File: config.mk
export PLATFORM = sky130hd
export DESIGN_NAME = branch_predictor
export DESIGN_NICKNAME = d
export VERILOG_FILES = /design/src/rtl/branch_predictor.sv
export SDC_FILE = /design/constraint.sdc
export NUM_CORES = 1
export LEC_CHECK = 0
export CAP_MARGIN = 20
export CORE_MARGIN = 10
export CORE_UTILIZATION = 42
export DETAILED_ROUTE_END_ITERATION = 12
export GPL_TIMING_DRIVEN = 1
export PLACE_DENSITY_LB_ADDON = 0.15
export SLEW_MARGIN = 40
export SYNTH_ARGS = -nofsm -noshare
export SYNTH_HDL_FRONTEND = slang
export SYNTH_SLANG_ARGS = --single-unit
File: constraint.sdc
create_clock -name clk_in -period 7.1 [get_ports clk_in]
set_clock_uncertainty 0.05 [all_clocks]
set_input_delay 2.13 -clock clk_in [delete_from_list [all_inputs] [get_ports clk_in]]
set_output_delay 2.13 -clock clk_in [all_outputs]
set_load 0.05 [all_outputs]
File: src/rtl/branch_predictor.sv
// -----------------------------------------------------------------------------
// branch_predictor
//
// Per-PC 2-bit saturating-counter branch history table (BHT). Trained by the
// commit stage with resolved conditional-branch outcomes; answers fetch
// queries with a registered taken/not-taken direction one cycle later. The
// fetch unit computes targets; this block supplies only the direction.
//
// Counter encoding: 00 strong-NT, 01 weak-NT, 10 weak-T, 11 strong-T.
// Predicted taken iff the counter MSB is set. No tags: PCs with equal
// pc[IDX_W+1:2] share a counter.
//
// Ports:
//   clk_in           clock, rising edge
//   rst_in           asynchronous active-low reset
//   rdy_in           global ready; low freezes all state and outputs
//   commit_en_in     commit reports a resolved conditional branch
//   commit_pc_in     PC of the committed branch
//   commit_bpres_in  actual outcome, 1 = taken
//   query_en_in      fetch requests a prediction
//   query_pc_in      PC of the fetched branch
//   clear_in         misprediction flush; squashes an in-flight query
//   bp_valid_out     prediction valid (one cycle after the query)
//   bp_taken_out     predicted direction
//   bp_pc_out        PC the prediction belongs to
// -----------------------------------------------------------------------------
module branch_predictor #(
  parameter int IDX_W  = 8,
  parameter int ADDR_W = 32
) (
  input  logic              clk_in,
  input  logic              rst_in,
  input  logic              rdy_in,
  input  logic              commit_en_in,
  input  logic [ADDR_W-1:0] commit_pc_in,
  input  logic              commit_bpres_in,
  input  logic              query_en_in,
  input  logic [ADDR_W-1:0] query_pc_in,
  input  logic              clear_in,
  output logic              bp_valid_out,
  output logic              bp_taken_out,
  output logic [ADDR_W-1:0] bp_pc_out
);

  localparam int ENTRIES = 1 << IDX_W;

  typedef logic [1:0] ctr_t;
  localparam ctr_t WEAK_NT = 2'b01;

  // Saturating step: taken moves toward 11, not-taken toward 00.
  function automatic ctr_t sat(input ctr_t c, input logic taken);
    if (taken) return (c == 2'b11) ? c : c + 2'd1;
    else       return (c == 2'b00) ? c : c - 2'd1;
  endfunction

  ctr_t             bht [ENTRIES];
  logic             pend_valid;
  logic [IDX_W-1:0] pend_idx;
  logic             pend_bpres;

  logic [IDX_W-1:0] commit_idx;
  logic [IDX_W-1:0] query_idx;
  ctr_t             eff_ctr;

  assign commit_idx = commit_pc_in[IDX_W+1:2];
  assign query_idx  = query_pc_in[IDX_W+1:2];

  // Only the index bits of the commit PC take part; the rest are don't-care.
  logic unused_commit_bits;
  assign unused_commit_bits = ^{commit_pc_in[ADDR_W-1:IDX_W+2], commit_pc_in[1:0]};

  // The pending update has not reached the table yet, so a query to the same
  // index forwards it. This makes every commit from an earlier cycle visible.
  always_comb begin
    // NOTE: a default assignment first on every path keeps always_comb free of
    // inferred latches.
    eff_ctr = bht[query_idx];
    if (pend_valid && (pend_idx == query_idx)) begin
      eff_ctr = sat(bht[query_idx], pend_bpres);
    end
  end

  // Stage 1 of the update pipeline: capture the committed outcome.
  always_ff @(posedge clk_in or negedge rst_in) begin
    if (!rst_in) begin
      pend_valid <= 1'b0;
      pend_idx   <= '0;
      pend_bpres <= 1'b0;
    end else if (rdy_in) begin
      // NOTE: sequential state uses non-blocking assignments so every flop
      // samples the pre-edge values regardless of statement order.
      pend_valid <= commit_en_in;
      if (commit_en_in) begin
        pend_idx   <= commit_idx;
        pend_bpres <= commit_bpres_in;
      end
    end
  end

  // Stage 2: read-modify-write of the counter. Back-to-back updates to one
  // index accumulate because each write reads the value the previous edge
  // stored.
  always_ff @(posedge clk_in or negedge rst_in) begin
    if (!rst_in) begin
      // NOTE: the table is reset (every counter to weak-NT), so it is built
      // from resettable flops rather than an inferred RAM.
      for (int i = 0; i < ENTRIES; i++) bht[i] <= WEAK_NT;
    end else if (rdy_in && pend_valid) begin
      bht[pend_idx] <= sat(bht[pend_idx], pend_bpres);
    end
  end

  // Registered prediction. A clear drops a same-cycle query; direction and PC
  // hold when no new prediction is produced.
  always_ff @(posedge clk_in or negedge rst_in) begin
    if (!rst_in) begin
      bp_valid_out <= 1'b0;
      bp_taken_out <= 1'b0;
      bp_pc_out    <= '0;
    end else if (rdy_in) begin
      if (query_en_in && !clear_in) begin
        bp_valid_out <= 1'b1;
        bp_taken_out <= eff_ctr[1];
        bp_pc_out    <= query_pc_in;
      end else begin
        bp_valid_out <= 1'b0;
      end
    end
  end

endmodule

==> flow_metrics.py <==
metrics = {
    "die": {
        "std_cell_rows": 97,
        "die_area_um2": 81400,
        "start_util": 0.423,
        "die_h_um": 285,
        "ioPinCount": 105,
        "die_w_um": 285,
        "coreArea_um2": 69900,
    },
    "worst_setup_path": {
        "r2r-start": "pend_idx[1]$_DFFE_PN0P_",
        "cpPeakStageDelay_ns": 0.96,
        "startpoint": "query_pc_in[4]",
        "crit_path_end_kind": "flop",
        "worstPathMaxFanout": 10,
        "crit_type": "in2reg",
        "required_ns": 7.59,
        "slowest_stage": "clkdlybuf4s50_1",
        "critical_path.cell_chain": "clkdlybuf4s50_1, buf_4, nand2_1, o221ai_1, a21oi_1, o311ai_0, a311oi_1, nor4_1, a21oi_1, o31ai_1",
        "cp.arrival_ns": 5.79,
        "startpoint_type": "primary input",
        "path_common_cell": "a21oi_1",
    },
    "finish": {
        "final_cells": 3853,
        "area.growth.synth_to_final_pct": 13.5,
        "drive_gt1_frac": 0.242,
        "nets": 2932,
        "postLayoutCellArea_um2": 33500,
        "final_common_cell": "nand2_1",
        "final_cell_mix": "813 x nand2_1, 298 x dfrtp_1, 292 x o21ai_0",
    },
    "yosys": {
        "syn-instance-count": 2840,
        "synth-seq-cells": 556,
        "synth_cell_types": 56,
        "yosysSeqAreaShare": 0.482,
        "synth-edff-count": 0,
        "synth_ff_type": "dfrtp_1",
        "syn_nets": 2911,
        "syn_area_per_cell_um2": 10.4,
        "synth.cell_area_um2": 29500,
        "async_reset_ff_frac": 1.00,
        "yosys_warnings": 0,
    },
    "power_and_ir_drop": {
        "power.density_nw_per_um2": 249,
        "max-vdd-ir-drop_mv": 0.211,
        "swShare": 0.306,
        "power.leakage_nw": 12.5,
        "power_frac_seq": 0.427,
        "p_clk_frac": 0.386,
        "combPwrFrac": 0.187,
        "internal_power_mw": 5.80,
        "switchingPower_mw": 2.56,
    },
    "flow_run": {
        "maxCapViolCount": 0,
    },
    "timing": {
        "maxSlewViolCount": 0,
        "tightest_slew_ns": 0.876,
        "rsz0062_at_grt": "false",
        "finalHoldViolCount": 0,
        "tns_ns": 0,
        "finalSetupViolations": 0,
        "fmax_mhz": 189,
        "finalCritPeriodShare": 0.747,
        "period_minus_slack_ns": 5.30,
        "max_slew_margin": 0.415,
    },
    "global_routing": {
        "overflow": 0,
        "grt.total_usage": 0.243,
        "grt_pass1_wl_mm": 151,
        "grt_max_degree": 159,
        "antenna_found_initial": 1,
        "grt_pass1_vias": 23300,
    },
    "clock_network": {
        "cts_tree": "yes",
        "post_cts_buffers": 0,
        "clock_sinks": 556,
        "root_buffer": "clkbuf_16",
        "cts_resized": 0,
        "numCtsBuffers": 61,
        "htreeDepth": 2,
        "cts-hold-fix-buffers": 0,
        "clk_latency_ns": 0.64,
        "clk_pin_slew_ns": 0.06,
        "cts_buffer_depth": 3,
    },
    "hold_path": {
        "min_from": "bht[382]$_DFFE_PN1P_",
        "hold_path_class": "reg2reg",
    },
    "detailed_routing": {
        "vias": 23100,
        "ant_nets": 0,
        "drt_iter0_drc": 2122,
        "wl_per_cell_um": 25.9,
        "dr.pass1.iters": 5,
        "avgViaCountPerCell": 5.98,
        "wl_mm": 99.9,
        "route.detailed.drc": 0,
    },
    "run_status": {
        "status": "complete, no violations",
    },
    "place": {
        "dp_cells": 3735,
        "dpl_cell_area_um2": 31400,
        "globalplace.congestion": 0.895,
        "hpwl_mm": 65.8,
        "io_buffers": 80,
    },
}
==> kinds of logic (layout without fill, tap and decap cells) <==
kind of cell             Yosys count  in the layout  share of synthesized area
AO/OA/AOI/OAI                    718            718                      0.135
XOR/XNOR                           8              8                    0.00237
adder cells (fa/ha/maj)            2              2                   0.000720
buffers and inverters            215            287                     0.0385
flip-flops                       556            556                      0.482
multiplexers                     382            382                      0.213
other                              0              1                          0
AND/OR/NAND/NOR                  959            959                      0.129
==> synth_stat cells, types with 35 or more instances <==
library cell | number | share of area
a22oi_1 | 47 | 0.012
buf_2 | 35 | 0.0059
clkbuf_1 | 108 | 0.014
dfrtp_1 | 300 | 0.25
dfstp_2 | 256 | 0.23
mux2_2 | 40 | 0.015
mux2i_1 | 149 | 0.050
mux4_2 | 193 | 0.15
nand2_1 | 813 | 0.10
nor2_1 | 54 | 0.0069
o21ai_0 | 292 | 0.049
o21ai_1 | 240 | 0.041
o22ai_1 | 44 | 0.0093
==> cell type report <==
class	count	area (um2)
diodes	1	2.50
clock buffers	95	1850
clock inverters	19	179
fillers	6489	36400
inverters	13	48.8
multi-input cells	2069	14300
flip-flops and latches	556	14200
well taps	940	1180
repair buffers	160	1750
==> critical path: cells and delay by family <==
kind | cells | cell delay [ns]
AOI/OAI and AO/OA | 6 | 1.51
buffers and inverters | 2 | 1.34
and+or+nand+nor | 2 | 0.77
==> per-layer routing <==
layer  share of wire  GRT usage  vias to the layer above  routed length (um)
met5               0          0                        -                   0
met4           0.047      0.110                        0                4710
met3           0.067     0.0384                      229                6740
met2            0.47      0.391                      942               46900
met1            0.42      0.319                    11500               41500
li1                -          -                    10300                   -
==> through the flow <==
stage / hold slack [ns] / utilization / power [mW] / setup slack [ns]
2_1_floorplan: 0.396 / - / 4.59 / 2.35
3_3_place_gp: 0.404 / 0.446 / 5.13 / 1.31
3_5_place_dp: 0.412 / 0.450 / 5.17 / 1.22
4_1_cts: 0.421 / 0.479 / 8.40 / 1.75
5_1_grt: 0.435 / 0.480 / 8.65 / 1.61
6_report: 0.418 / 0.480 / 8.35 / 1.80
==> state kept, by name (all words and copies together) (netlist names) <==
name / flops
pend_bpres: 1
bht: 512
pend_valid: 1
pend_idx: 8
bp_valid_out: 1
bp_taken_out: 1
bp_pc_out: 32
==> power by group through the flow <==
stage	sequential (mW)	combinational, mW	clock [mW]
2_1_floorplan	3.67	0.917	0
3_3_place_gp	3.62	1.51	0
3_5_place_dp	3.63	1.54	0
4_1_cts	3.58	1.54	3.28
5_1_grt	3.59	1.65	3.42
6_report	3.57	1.56	3.22
==> worst paths after layout <==
kind | slack [ns] | to | cells after the start
max | 1.80 | bp_taken_out$_DFFE_PN0P_ | 10
min | 0.42 | bht[382]$_DFFE_PN1P_ | 2
max reg2reg | 1.83 | bht[142]$_DFFE_PN1P_ | 10
min reg2reg | 0.42 | bht[382]$_DFFE_PN1P_ | 2
max in group asynchronous | 4.14 | bht[248]$_DFFE_PN1P_ | 3
min in group asynchronous | 1.50 | bht[389]$_DFFE_PN0P_ | 1
(Power assumes the default switching activity.)
